--- config.mk ---
export PLATFORM = sky130hd
export DESIGN_NAME = morph_seq_ctrl_flat
export DESIGN_NICKNAME = d
export VERILOG_FILES = /design/src/rtl/morph_seq_ctrl_if.sv /design/src/rtl/morph_seq_ctrl.sv /design/src/flat_wrapper.sv
export SDC_FILE = /design/constraint.sdc
export NUM_CORES = 1
export LEC_CHECK = 0
export ABC_AREA = 1
export BUFFER_PORTS_ARGS = -buffer_cell sky130_fd_sc_hd__buf_2
export CORE_MARGIN = 3
export CORE_UTILIZATION = 60
export CTS_BUF_LIST = sky130_fd_sc_hd__clkbuf_4 sky130_fd_sc_hd__clkbuf_8 sky130_fd_sc_hd__clkbuf_16
export DETAILED_ROUTE_END_ITERATION = 10
export GPL_TIMING_DRIVEN = 0
export MAX_ROUTING_LAYER = met4
export PLACE_DENSITY = 0.81
export SLEW_MARGIN = 20
export SYNTH_ARGS = -nofsm -noshare
export SYNTH_HDL_FRONTEND = slang
export SYNTH_SLANG_ARGS = --single-unit
--- constraint.sdc ---
create_clock -name clk -period 4.5 [get_ports clk]
set_clock_uncertainty 0.2 [all_clocks]
set_input_delay 0.9 -clock clk [delete_from_list [all_inputs] [get_ports clk]]
set_output_delay 0.9 -clock clk [all_outputs]
set_load 0.005 [all_outputs]
--- src/rtl/morph_seq_ctrl_if.sv ---
// morph_seq_ctrl_if: video timing, configuration handshake and status bundle for
// the morphology sequencer.
//   pre_frame_vsync/hsync/clken : incoming video timing (frame, line, pixel valid)
//   cfg_valid/cfg_ready         : config offer and acceptance
//   cfg_seq/cfg_len/cfg_loop    : op list (2 bits per op), op count, repeat flag
//   err_clr                     : clears the sticky geometry errors
//   morph_sel                   : op applied to the current frame
//   frame_start/seq_done        : single-cycle event pulses
//   busy/frame_cnt              : sequencer activity and frames run under config
//   err_line/err_frame          : sticky geometry errors
// master drives video/config (source side), slave is the controller.
interface morph_seq_ctrl_if #(
    parameter int unsigned SEQ_LEN = 4
);
    logic                   pre_frame_vsync;
    logic                   pre_frame_hsync;
    logic                   pre_frame_clken;
    logic                   cfg_valid;
    logic                   cfg_ready;
    logic [2*SEQ_LEN-1:0]   cfg_seq;
    logic [2:0]             cfg_len;
    logic                   cfg_loop;
    logic                   err_clr;
    logic [1:0]             morph_sel;
    logic                   frame_start;
    logic                   seq_done;
    logic                   busy;
    logic [15:0]            frame_cnt;
    logic                   err_line;
    logic                   err_frame;

    modport master (
        output pre_frame_vsync, pre_frame_hsync, pre_frame_clken,
        output cfg_valid, cfg_seq, cfg_len, cfg_loop, err_clr,
        input  cfg_ready, morph_sel, frame_start, seq_done, busy, frame_cnt,
        input  err_line, err_frame
    );

    modport slave (
        input  pre_frame_vsync, pre_frame_hsync, pre_frame_clken,
        input  cfg_valid, cfg_seq, cfg_len, cfg_loop, err_clr,
        output cfg_ready, morph_sel, frame_start, seq_done, busy, frame_cnt,
        output err_line, err_frame
    );
endinterface

--- src/rtl/morph_seq_ctrl.sv ---
// morph_seq_ctrl: frame-level scheduler for the 3x3 binary morphology stage.
// Picks erode/dilate/bypass per frame from a programmed op sequence, changing
// the op only on vsync rising, and checks incoming frame geometry.
//   clk  : system clock
//   rst  : asynchronous active-high reset
//   bus  : morph_seq_ctrl_if.slave (video timing in, config handshake, status out)
module morph_seq_ctrl #(
    parameter int unsigned IMG_W   = 640,
    parameter int unsigned IMG_H   = 480,
    parameter int unsigned SEQ_LEN = 4,
    parameter int unsigned CNT_W   = 12
) (
    input logic            clk,
    input logic            rst,
    morph_seq_ctrl_if.slave bus
);
    localparam int unsigned      IdxW   = (SEQ_LEN > 1) ? $clog2(SEQ_LEN) : 1;
    localparam logic [2:0]       MaxLen = 3'(SEQ_LEN);
    localparam logic [CNT_W-1:0] CntMax = '1;
    localparam logic [CNT_W-1:0] ImgW   = CNT_W'(IMG_W);
    localparam logic [CNT_W-1:0] ImgH   = CNT_W'(IMG_H);

    typedef enum logic [1:0] {StIdle, StArmed, StRun} state_t;

    state_t               state_q, state_d;
    logic [2*SEQ_LEN-1:0] seq_q, seq_d;
    logic [2:0]           len_q, len_d;
    logic                 loop_q, loop_d;
    logic [2:0]           idx_q, idx_d;
    logic [1:0]           morph_sel_q, morph_sel_d;
    logic                 frame_start_q, frame_start_d;
    logic                 seq_done_q, seq_done_d;
    logic [15:0]          frame_cnt_q, frame_cnt_d;
    logic                 err_line_q, err_line_d;
    logic                 err_frame_q, err_frame_d;
    logic [CNT_W-1:0]     pix_cnt_q, pix_cnt_d;
    logic [CNT_W-1:0]     line_cnt_q, line_cnt_d;
    logic                 vs_d, hs_d;

    logic                 vs_rise, vs_fall, hs_fall;
    logic                 cfg_ready, cfg_fire;
    logic [2:0]           len_clamped;
    logic [1:0]           ops [SEQ_LEN];
    logic [1:0]           cur_op;

    assign vs_rise = bus.pre_frame_vsync & ~vs_d;
    assign vs_fall = ~bus.pre_frame_vsync & vs_d;
    assign hs_fall = ~bus.pre_frame_hsync & hs_d;

    // Refusing config while vsync is high keeps a handshake from racing a frame start.
    assign cfg_ready = (state_q != StRun) & ~bus.pre_frame_vsync;
    assign cfg_fire  = bus.cfg_valid & cfg_ready;

    always_comb begin
        len_clamped = bus.cfg_len;
        if (bus.cfg_len == 3'd0) begin
            len_clamped = 3'd1;
        end else if (bus.cfg_len > MaxLen) begin
            len_clamped = MaxLen;
        end
    end

    always_comb begin
        for (int k = 0; k < int'(SEQ_LEN); k++) begin
            ops[k] = seq_q[2*k +: 2];
        end
        cur_op = ops[idx_q[IdxW-1:0]];
        // Reserved code 11 runs as bypass.
        if (cur_op == 2'b11) begin
            cur_op = 2'b00;
        end
    end

    // Sequencer
    always_comb begin
        state_d       = state_q;
        seq_d         = seq_q;
        len_d         = len_q;
        loop_d        = loop_q;
        idx_d         = idx_q;
        morph_sel_d   = morph_sel_q;
        frame_start_d = 1'b0;
        seq_done_d    = 1'b0;
        frame_cnt_d   = frame_cnt_q;

        if (cfg_fire) begin
            seq_d       = bus.cfg_seq;
            len_d       = len_clamped;
            loop_d      = bus.cfg_loop;
            idx_d       = 3'd0;
            frame_cnt_d = 16'd0;
            state_d     = StArmed;
        end else begin
            unique case (state_q)
                StIdle: begin
                    if (vs_rise) begin
                        morph_sel_d   = 2'b00;
                        frame_start_d = 1'b1;
                    end
                end
                StArmed: begin
                    if (vs_rise) begin
                        morph_sel_d   = cur_op;
                        frame_start_d = 1'b1;
                        state_d       = StRun;
                    end
                end
                StRun: begin
                    if (vs_fall) begin
                        frame_cnt_d = frame_cnt_q + 16'd1;
                        if (idx_q == len_q - 3'd1) begin
                            idx_d = 3'd0;
                            if (loop_q) begin
                                state_d = StArmed;
                            end else begin
                                state_d     = StIdle;
                                seq_done_d  = 1'b1;
                                morph_sel_d = 2'b00;
                            end
                        end else begin
                            idx_d   = idx_q + 3'd1;
                            state_d = StArmed;
                        end
                    end
                end
                default: state_d = StIdle;
            endcase
        end
    end

    // Geometry monitor; a set event outranks err_clr in the same cycle.
    always_comb begin
        pix_cnt_d   = pix_cnt_q;
        line_cnt_d  = line_cnt_q;
        err_line_d  = err_line_q;
        err_frame_d = err_frame_q;

        if (hs_fall) begin
            pix_cnt_d = '0;
        end else if (bus.pre_frame_clken && bus.pre_frame_hsync && pix_cnt_q != CntMax) begin
            pix_cnt_d = pix_cnt_q + 1'b1;
        end

        if (vs_rise) begin
            line_cnt_d = '0;
        end else if (hs_fall && bus.pre_frame_vsync && line_cnt_q != CntMax) begin
            line_cnt_d = line_cnt_q + 1'b1;
        end

        if (bus.err_clr) begin
            err_line_d  = 1'b0;
            err_frame_d = 1'b0;
        end
        if (hs_fall && pix_cnt_q != ImgW) begin
            err_line_d = 1'b1;
        end
        if (vs_fall && line_cnt_q != ImgH) begin
            err_frame_d = 1'b1;
        end
    end

    always_ff @(posedge clk or posedge rst) begin
        if (rst) begin
            state_q       <= StIdle;
            seq_q         <= '0;
            len_q         <= 3'd0;
            loop_q        <= 1'b0;
            idx_q         <= 3'd0;
            morph_sel_q   <= 2'b00;
            frame_start_q <= 1'b0;
            seq_done_q    <= 1'b0;
            frame_cnt_q   <= 16'd0;
            err_line_q    <= 1'b0;
            err_frame_q   <= 1'b0;
            pix_cnt_q     <= '0;
            line_cnt_q    <= '0;
            vs_d          <= 1'b0;
            hs_d          <= 1'b0;
        end else begin
            state_q       <= state_d;
            seq_q         <= seq_d;
            len_q         <= len_d;
            loop_q        <= loop_d;
            idx_q         <= idx_d;
            morph_sel_q   <= morph_sel_d;
            frame_start_q <= frame_start_d;
            seq_done_q    <= seq_done_d;
            frame_cnt_q   <= frame_cnt_d;
            err_line_q    <= err_line_d;
            err_frame_q   <= err_frame_d;
            pix_cnt_q     <= pix_cnt_d;
            line_cnt_q    <= line_cnt_d;
            vs_d          <= bus.pre_frame_vsync;
            hs_d          <= bus.pre_frame_hsync;
        end
    end

    assign bus.cfg_ready   = cfg_ready;
    assign bus.morph_sel   = morph_sel_q;
    assign bus.frame_start = frame_start_q;
    assign bus.seq_done    = seq_done_q;
    assign bus.busy        = (state_q != StIdle);
    assign bus.frame_cnt   = frame_cnt_q;
    assign bus.err_line    = err_line_q;
    assign bus.err_frame   = err_frame_q;
endmodule

--- src/flat_wrapper.sv ---
// flat-port wrapper written by rule: the top's interface ports become plain ports
module morph_seq_ctrl_flat 
#(
    parameter int unsigned IMG_W   = 640,
    parameter int unsigned IMG_H   = 480,
    parameter int unsigned SEQ_LEN = 4,
    parameter int unsigned CNT_W   = 12
)
  (clk, rst, bus_pre_frame_vsync, bus_pre_frame_hsync, bus_pre_frame_clken, bus_cfg_valid, bus_cfg_seq, bus_cfg_len, bus_cfg_loop, bus_err_clr, bus_cfg_ready, bus_morph_sel, bus_frame_start, bus_seq_done, bus_busy, bus_frame_cnt, bus_err_line, bus_err_frame);
  morph_seq_ctrl_if #(.SEQ_LEN(SEQ_LEN)) bus_i ();
  input logic clk;
  input logic rst;
  input wire logic [$bits(bus_i.pre_frame_vsync)-1:0] bus_pre_frame_vsync;
  input wire logic [$bits(bus_i.pre_frame_hsync)-1:0] bus_pre_frame_hsync;
  input wire logic [$bits(bus_i.pre_frame_clken)-1:0] bus_pre_frame_clken;
  input wire logic [$bits(bus_i.cfg_valid)-1:0] bus_cfg_valid;
  input wire logic [$bits(bus_i.cfg_seq)-1:0] bus_cfg_seq;
  input wire logic [$bits(bus_i.cfg_len)-1:0] bus_cfg_len;
  input wire logic [$bits(bus_i.cfg_loop)-1:0] bus_cfg_loop;
  input wire logic [$bits(bus_i.err_clr)-1:0] bus_err_clr;
  output wire logic [$bits(bus_i.cfg_ready)-1:0] bus_cfg_ready;
  output wire logic [$bits(bus_i.morph_sel)-1:0] bus_morph_sel;
  output wire logic [$bits(bus_i.frame_start)-1:0] bus_frame_start;
  output wire logic [$bits(bus_i.seq_done)-1:0] bus_seq_done;
  output wire logic [$bits(bus_i.busy)-1:0] bus_busy;
  output wire logic [$bits(bus_i.frame_cnt)-1:0] bus_frame_cnt;
  output wire logic [$bits(bus_i.err_line)-1:0] bus_err_line;
  output wire logic [$bits(bus_i.err_frame)-1:0] bus_err_frame;
  assign bus_i.pre_frame_vsync = bus_pre_frame_vsync;
  assign bus_i.pre_frame_hsync = bus_pre_frame_hsync;
  assign bus_i.pre_frame_clken = bus_pre_frame_clken;
  assign bus_i.cfg_valid = bus_cfg_valid;
  assign bus_i.cfg_seq = bus_cfg_seq;
  assign bus_i.cfg_len = bus_cfg_len;
  assign bus_i.cfg_loop = bus_cfg_loop;
  assign bus_i.err_clr = bus_err_clr;
  assign bus_cfg_ready = bus_i.cfg_ready;
  assign bus_morph_sel = bus_i.morph_sel;
  assign bus_frame_start = bus_i.frame_start;
  assign bus_seq_done = bus_i.seq_done;
  assign bus_busy = bus_i.busy;
  assign bus_frame_cnt = bus_i.frame_cnt;
  assign bus_err_line = bus_i.err_line;
  assign bus_err_frame = bus_i.err_frame;
  morph_seq_ctrl #(.IMG_W(IMG_W), .IMG_H(IMG_H), .SEQ_LEN(SEQ_LEN), .CNT_W(CNT_W)) u_core (.clk(clk), .rst(rst), .bus(bus_i));
endmodule
==> reports/results.ini, run 1 <==
[logic_synthesis]
synth_most_common_cell=nand2_1
syn_area_mm2=0.00382
synth_top_area_cell=dfrtp_1
synth_cell_type_count=33
synth_seq_cells=65
yosysWarnings=0
synth_area_per_cell_um2=7.38
synth_edf_count=0
yosysSeqAreaShare_pct=42.6
syn_inst=517
synth_common_cells=nand2_1, dfrtp_1, inv_1
syn-num-nets=547
netlist.area_leader.share_pct=42.6
async_flop_share_pct=100
synth-main-ff-cell=dfrtp_1
synth_area_leaders=dfrtp_1, nand2_1, inv_1, nand3_1, nor2_1

[pwr]
leakage_nw=2.19
p_per_area_mw_per_mm2=368
peakVddDrop_mv=0.268
power.total_mw=1.59

[clocking]
cts_setup_buffers=0
htree_levels=3
clkTransAtPathRegs_ns=0.07
clock_latency_ns=0.35
clock-root-buffer=clkbuf_8
cts_hold_buffers=0
cts_buffers=9
cts.repair.resized=0
clock-sinks=65
clock_path_buffers=2
cts_tree=built

[die]
die_area_mm2=0.00736
fp.dieH_um=85.8
placementRows=28
core_mm2=0.00603
initial_core_util_pct=63.4
io_pins=43
dieWidth_um=85.8

[critical_path]
timing.rr.start=u_core.state_q[0]
crit_arrival_ns=1.43
crit_path_end_kind=output pin
max_stage_delay_ns=0.40
ff2ff_path_depth=11
path_buf_inv=2
timing.rr.end=u_core.bus.frame_cnt[9]
start_kind=flip-flop
cp_max_fo=5
crit_slowest_cell=dfrtp_1
cp-startpoint=u_core.state_q[0]
regToRegSetupSlack_ns=2.47
critPathKind=reg2out
critPathRequiredTime_ns=3.40
path_cells=inv_1 -> ha_1 -> nor2_2 -> buf_2
cp_top_family=flip-flops

[global_routing]
gr-total-overflow=0
grt_max_degree=41
grt_pass1_wl_mm=14.8
antenna_found_initial=0
grt_pass1_vias=3314
groute.usage.overall_pct=25.9

[routing]
wl_per_cell_um=13.1
ant_nets=0
vias=3540
wirelength_mm=8.48
drc_errors=0
firstDrtPassIters=5
drt-vias-per-instance=5.45
drt_iter0_markers=142

[finish]
antenna_cells=0
drive_gt1_share_pct=16.9
fin_nets=601
syn_to_final_growth_pct=13.1

[sta]
relSlewSlack_pct=68.4
post-route-period-util_pct=56.2
report.final.slew_viol_count=0
tightest_slew_ns=0.475
hold_viol=0
period_minus_slack_ns=2.53
tns_ns=0
rsz0062_at_grt=false
fmax_mhz=395
setup_viol=0

[run]
cap_violations=0

[worst_hold_path]
min_from=u_core.seq_q[2]
hold_end=u_core.seq_q[2]
hp-class=reg2reg
hold_depth=2

[placed_design]
numPortBuffers=42
place.gp.congestion=0.906
dp_hpwl_mm=6.20

[outcome]
status=complete, no violations

[how the worst max path moves through the flow]
stage                                      end  slack, ns  cells after the start
after floorplan           u_core.bus.err_frame       1.77                      1
after global placement     u_core.pix_cnt_q[6]       0.98                      2
after detailed placement         bus_cfg_ready       2.04                      3
after CTS                        bus_cfg_ready       1.96                      4
after global routing             bus_cfg_ready       1.90                      4
final                            bus_cfg_ready       1.97                      4
[report_power, final]
group / internal [mW] / leakage (nW) / total [mW] / switching (mW)
combinational: 0.147 / 1.23 / 0.404 / 0.256
clock: 0.243 / 0.0929 / 0.457 / 0.214
sequential: 0.662 / 0.869 / 0.727 / 0.0655
[registers in the layout, summed over array words and instances, names as in the netlist]
register / flops
u_core.state_q: 2
u_core.bus.frame_start: 1
u_core.bus.err_line: 1
u_core.bus.morph_sel: 2
u_core.len_q: 3
u_core.pix_cnt_q: 12
u_core.loop_q: 1
u_core.bus.seq_done: 1
u_core.vs_d: 1
u_core.seq_q: 8
u_core.line_cnt_q: 12
u_core.hs_d: 1
u_core.bus.frame_cnt: 16
u_core.idx_q: 3
u_core.bus.err_frame: 1
[cell type report]
type,instances,area (um^2)
Multi-Input combinational cell,376,1870
Fill cell,491,1710
Sequential cell,65,1630
Inverter,67,262
Timing Repair Buffer,43,230
Clock buffer,14,174
Tap cell,75,93.8
Buffer,9,62.6
[metal layers]
metal / track usage (%) / share of wire, %
met1: 33.4 / 46
met2: 40.7 / 47
met3: 5.09 / 5.0
met4: 9.21 / 1.9
met5: - / 0
[layout by cell type (no fill, tap or decap)]
master,instances
buf_6,1
buf_1,1
ha_1,11
nor4_1,2
inv_4,2
nor2_1,50
o21ai_0,36
and3_1,1
inv_2,1
clkbuf_8,11
nor2_4,3
nor3_1,8
or2_1,1
clkbuf_1,2
o21bai_1,2
o211ai_1,1
clkinv_4,1
o21ai_2,6
and2_1,1
nand2_1,153
nand3_2,4
nand2_4,5
buf_2,46
clkbuf_4,3
inv_1,63
or2_2,3
a21oi_1,14
xor2_1,4
a211oi_1,1
nand2_2,5
buf_12,2
nand3_1,45
nand4_1,16
nor2_2,4
dfrtp_1,65
[per-stage QoR]
step                setup slack [ns]  hold WS (ns)  utilization (%)  cell area [um^2]  cells
global route                    1.90         0.310             71.7              4320    649
floorplan                       1.77         0.249                -              3820    517
CTS                             1.96         0.282             71.7              4320    649
detailed placement              2.04         0.265             68.8              4140    635
finish                          1.97         0.281             71.7              4320    649
global placement               0.978         0.265             68.4              4120    634
[worst min-delay path, delay by kind of cell (launching register included)]
family,cells,cell delay (ns)
flops,1,0.34
simple gates,2,0.10
[kinds of logic after synthesis]
kind of cell / after synthesis / synth area share, %
AOI/OAI and AO/OA: 60 / 8.72
DFF: 65 / 42.6
xor gates and xnor gates: 4 / 0.918
and+or+nand+nor: 301 / 35.7
adders and majority gates: 11 / 3.61
buffers and inverters: 76 / 8.42
No activity file was read; power rests on OpenSTA's default activity.
==> run 2, diff against run 1 <==
Settings changed: ABC_AREA 1 to 0, CORE_UTILIZATION 60 to 58, PLACE_DENSITY 0.81 to 0.8.
Clock period 4.5 ns to 2.5 ns, I/O delays scaled along.
==> reports/results.ini, run 2 <==
[logic_synthesis]
syn-num-nets=387
synth_most_common_cell=dfrtp_1
synth_area_leaders=dfrtp_1, nand2_1, nor2_1, ha_1, xor2_1
synth_cell_type_count=48
syn_inst=357
yosysSeqAreaShare_pct=48.4
yosysWarnings=0
synth_top_area_cell=dfrtp_1
async_flop_share_pct=100
synth_seq_cells=65
synth-main-ff-cell=dfrtp_1
netlist.area_leader.share_pct=48.4
synth_edf_count=0
synth_area_per_cell_um2=9.41
synth_common_cells=dfrtp_1, nand2_1, nor2_1
syn_area_mm2=0.00336

[clocking]
cts_setup_buffers=0
clock-root-buffer=clkbuf_8
clock_path_buffers=2
clkTransAtPathRegs_ns=0.08
cts_tree=built
clock-sinks=65
clock_latency_ns=0.34
htree_levels=3
cts_buffers=9

[finish]
nFillCells=457
syn_to_final_growth_pct=15.8
layout_common_cells=dfrtp_1, nand2_1, buf_2
final_common_cell=dfrtp_1
largest_reg_flops=16
drive_gt1_share_pct=17.8
fin_area_mm2=0.00389
stdcell_count=488
fin_nets=441
antenna_cells=0

[sta]
report.final.slew_viol_count=0
period_minus_slack_ns=2.28
relSlewSlack_pct=55.9
post-route-period-util_pct=91.4
rsz0062_at_grt=false
fmax_mhz=438
timing.final.ws_setup_ns=0.216
tightest_slew_ns=0.656
hold_viol=0
tns_ns=0
setup_viol=0

[critical_path]
path_cells=inv_1 -> ha_1 -> buf_2 -> nand3b_1 -> nor2_1 -> nand4_1 -> xor2_1 -> nor2_1
regToRegSetupSlack_ns=0.22
path_buf_inv=2
cp_max_fo=9
critPathKind=reg2reg
crit_path_end_kind=flip-flop
crit_top_cell=nor2_1
crit_arrival_ns=2.31
timing.rr.start=u_core.state_q[0]
ff2ff_path_depth=8
cp_top_family=simple AND/OR/NAND/NOR gates
crit_slowest_cell=nor2_1
start_kind=flip-flop
max_stage_delay_ns=0.49
critPathRequiredTime_ns=2.52
timing.rr.end=u_core.bus.frame_cnt[15]

[worst_hold_path]
min_from=bus_pre_frame_hsync
hp-class=in2reg
hold_depth=1
hold_end=u_core.hs_d

[die]
initial_core_util_pct=60.6
dieWidth_um=82.1
fp.dieH_um=82.1
core_mm2=0.00554
io_pins=43
die_area_mm2=0.00674
placementRows=27

[routing]
wl_met1_mm=3.12
drt-vias-per-instance=5.52
wl_met2_mm=3.46
wl_per_cell_um=14.2
drc_errors=0
drt_iter0_markers=151
wirelength_mm=6.92
vias=2692
highest_layer=met4
met3WireLength_um=289
ant_nets=0
firstDrtPassIters=4

[global_routing]
groute.usage.overall_pct=23.1
grt_pass1_wl_mm=11.7
grt_max_degree=52
antenna_found_initial=0
gr-total-overflow=0
grt_pass1_vias=2592

[pwr]
p_per_area_mw_per_mm2=683
peakVddDrop_mv=0.590
power.total_mw=2.66
leakage_nw=1.88

[outcome]
status=complete, no violations

[placed_design]
place_ws_ns=0.0649
numPortBuffers=42
dpl.cell_count=472
dp_hpwl_mm=4.97
place.gp.congestion=0.851
place_area_mm2=0.00369

[run]
cap_violations=0

[run 2: changes by cell type in the layout (fill, tap and decap cells not counted), moves of 6 or more]
cell / previous run / this run
o21ai_2: 6 / 0
xnor2_1: 0 / 11
o21ai_0: 36 / 13
nand3_1: 45 / 14
xor2_1: 4 / 15
inv_1: 63 / 15
nand2_1: 153 / 62
a21oi_1: 14 / 8
nor2_1: 50 / 41
[run 2: logic make-up (layout without fill, tap and decap cells)]
group                      after synthesis  in the layout  share of synthesized area [%]
AOI/OAI and AO/OA                       37             37                           7.01
and+or+nand+nor                        178            178                           26.2
xor gates and xnor gates                27             27                           7.45
muxes                                   10             10                           3.50
adders and majority gates               11             11                           4.10
DFF                                     65             65                           48.4
buffers and inverters                   29             88                           3.35
[run 2: what timing repair did]
action	CTS	global route
hold buffers	1	0
endpoints found under the hold margin	14	0
setup endpoints to repair	0	21
resized for setup	0	4
[run 2: where the power goes]
group	total [mW]	switching (mW)	internal [mW]
combinational	0.588	0.332	0.256
sequential	1.23	0.0738	1.16
clock	0.837	0.420	0.417
[run 2: worst reg2reg max path: cells and delay by family, from the launching register on]
kind	cells	cell delay (ns)
XOR/XNOR	1	0.18
adder cells (fa/ha/maj)	1	0.14
buffers and inverters	2	0.30
flip-flops	1	0.40
AND/OR/NAND/NOR	4	0.96
[run 2: metrics by stage]
stage / util, % / hold slack, ns
after floorplan: - / 0.237
after detailed placement: 66.6 / 0.242
after global placement: 66.0 / 0.255
after global routing: 70.2 / 0.129
final: 70.2 / 0.150
after CTS: 70.2 / 0.134
[run 2: metal layers]
layer / global-route usage (%) / up-vias
li1: - / 1336
met1: 29.2 / 1285
met2: 36.7 / 64
met3: 5.10 / 7
met4: 8.47 / 0
met5: - / -
[run 2: worst max-delay path by stage]
stage	startpoint	endpoint	cells after the start
after floorplan	rst	u_core.bus.err_frame	1
after global placement	rst	u_core.bus.morph_sel[1]	2
after detailed placement	u_core.state_q[0]	u_core.seq_q[1]	9
after CTS	u_core.state_q[0]	u_core.seq_q[1]	9
after global routing	u_core.state_q[0]	u_core.bus.frame_cnt[2]	8
final	u_core.state_q[0]	u_core.bus.frame_cnt[15]	8
[run 2: final cells by class]
type | count | area, um^2 | share of cell area, %
flip-flops and latches | 65 | 1630 | 41.8
clock buffers | 11 | 151 | 3.89
well taps | 72 | 90.1 | 2.32
plain buffers | 12 | 51.3 | 1.32
inverters | 16 | 62.6 | 1.61
clock inverters | 5 | 38.8 | 0.998
multi-input cells | 263 | 1620 | 41.6
repair buffers | 44 | 248 | 6.37
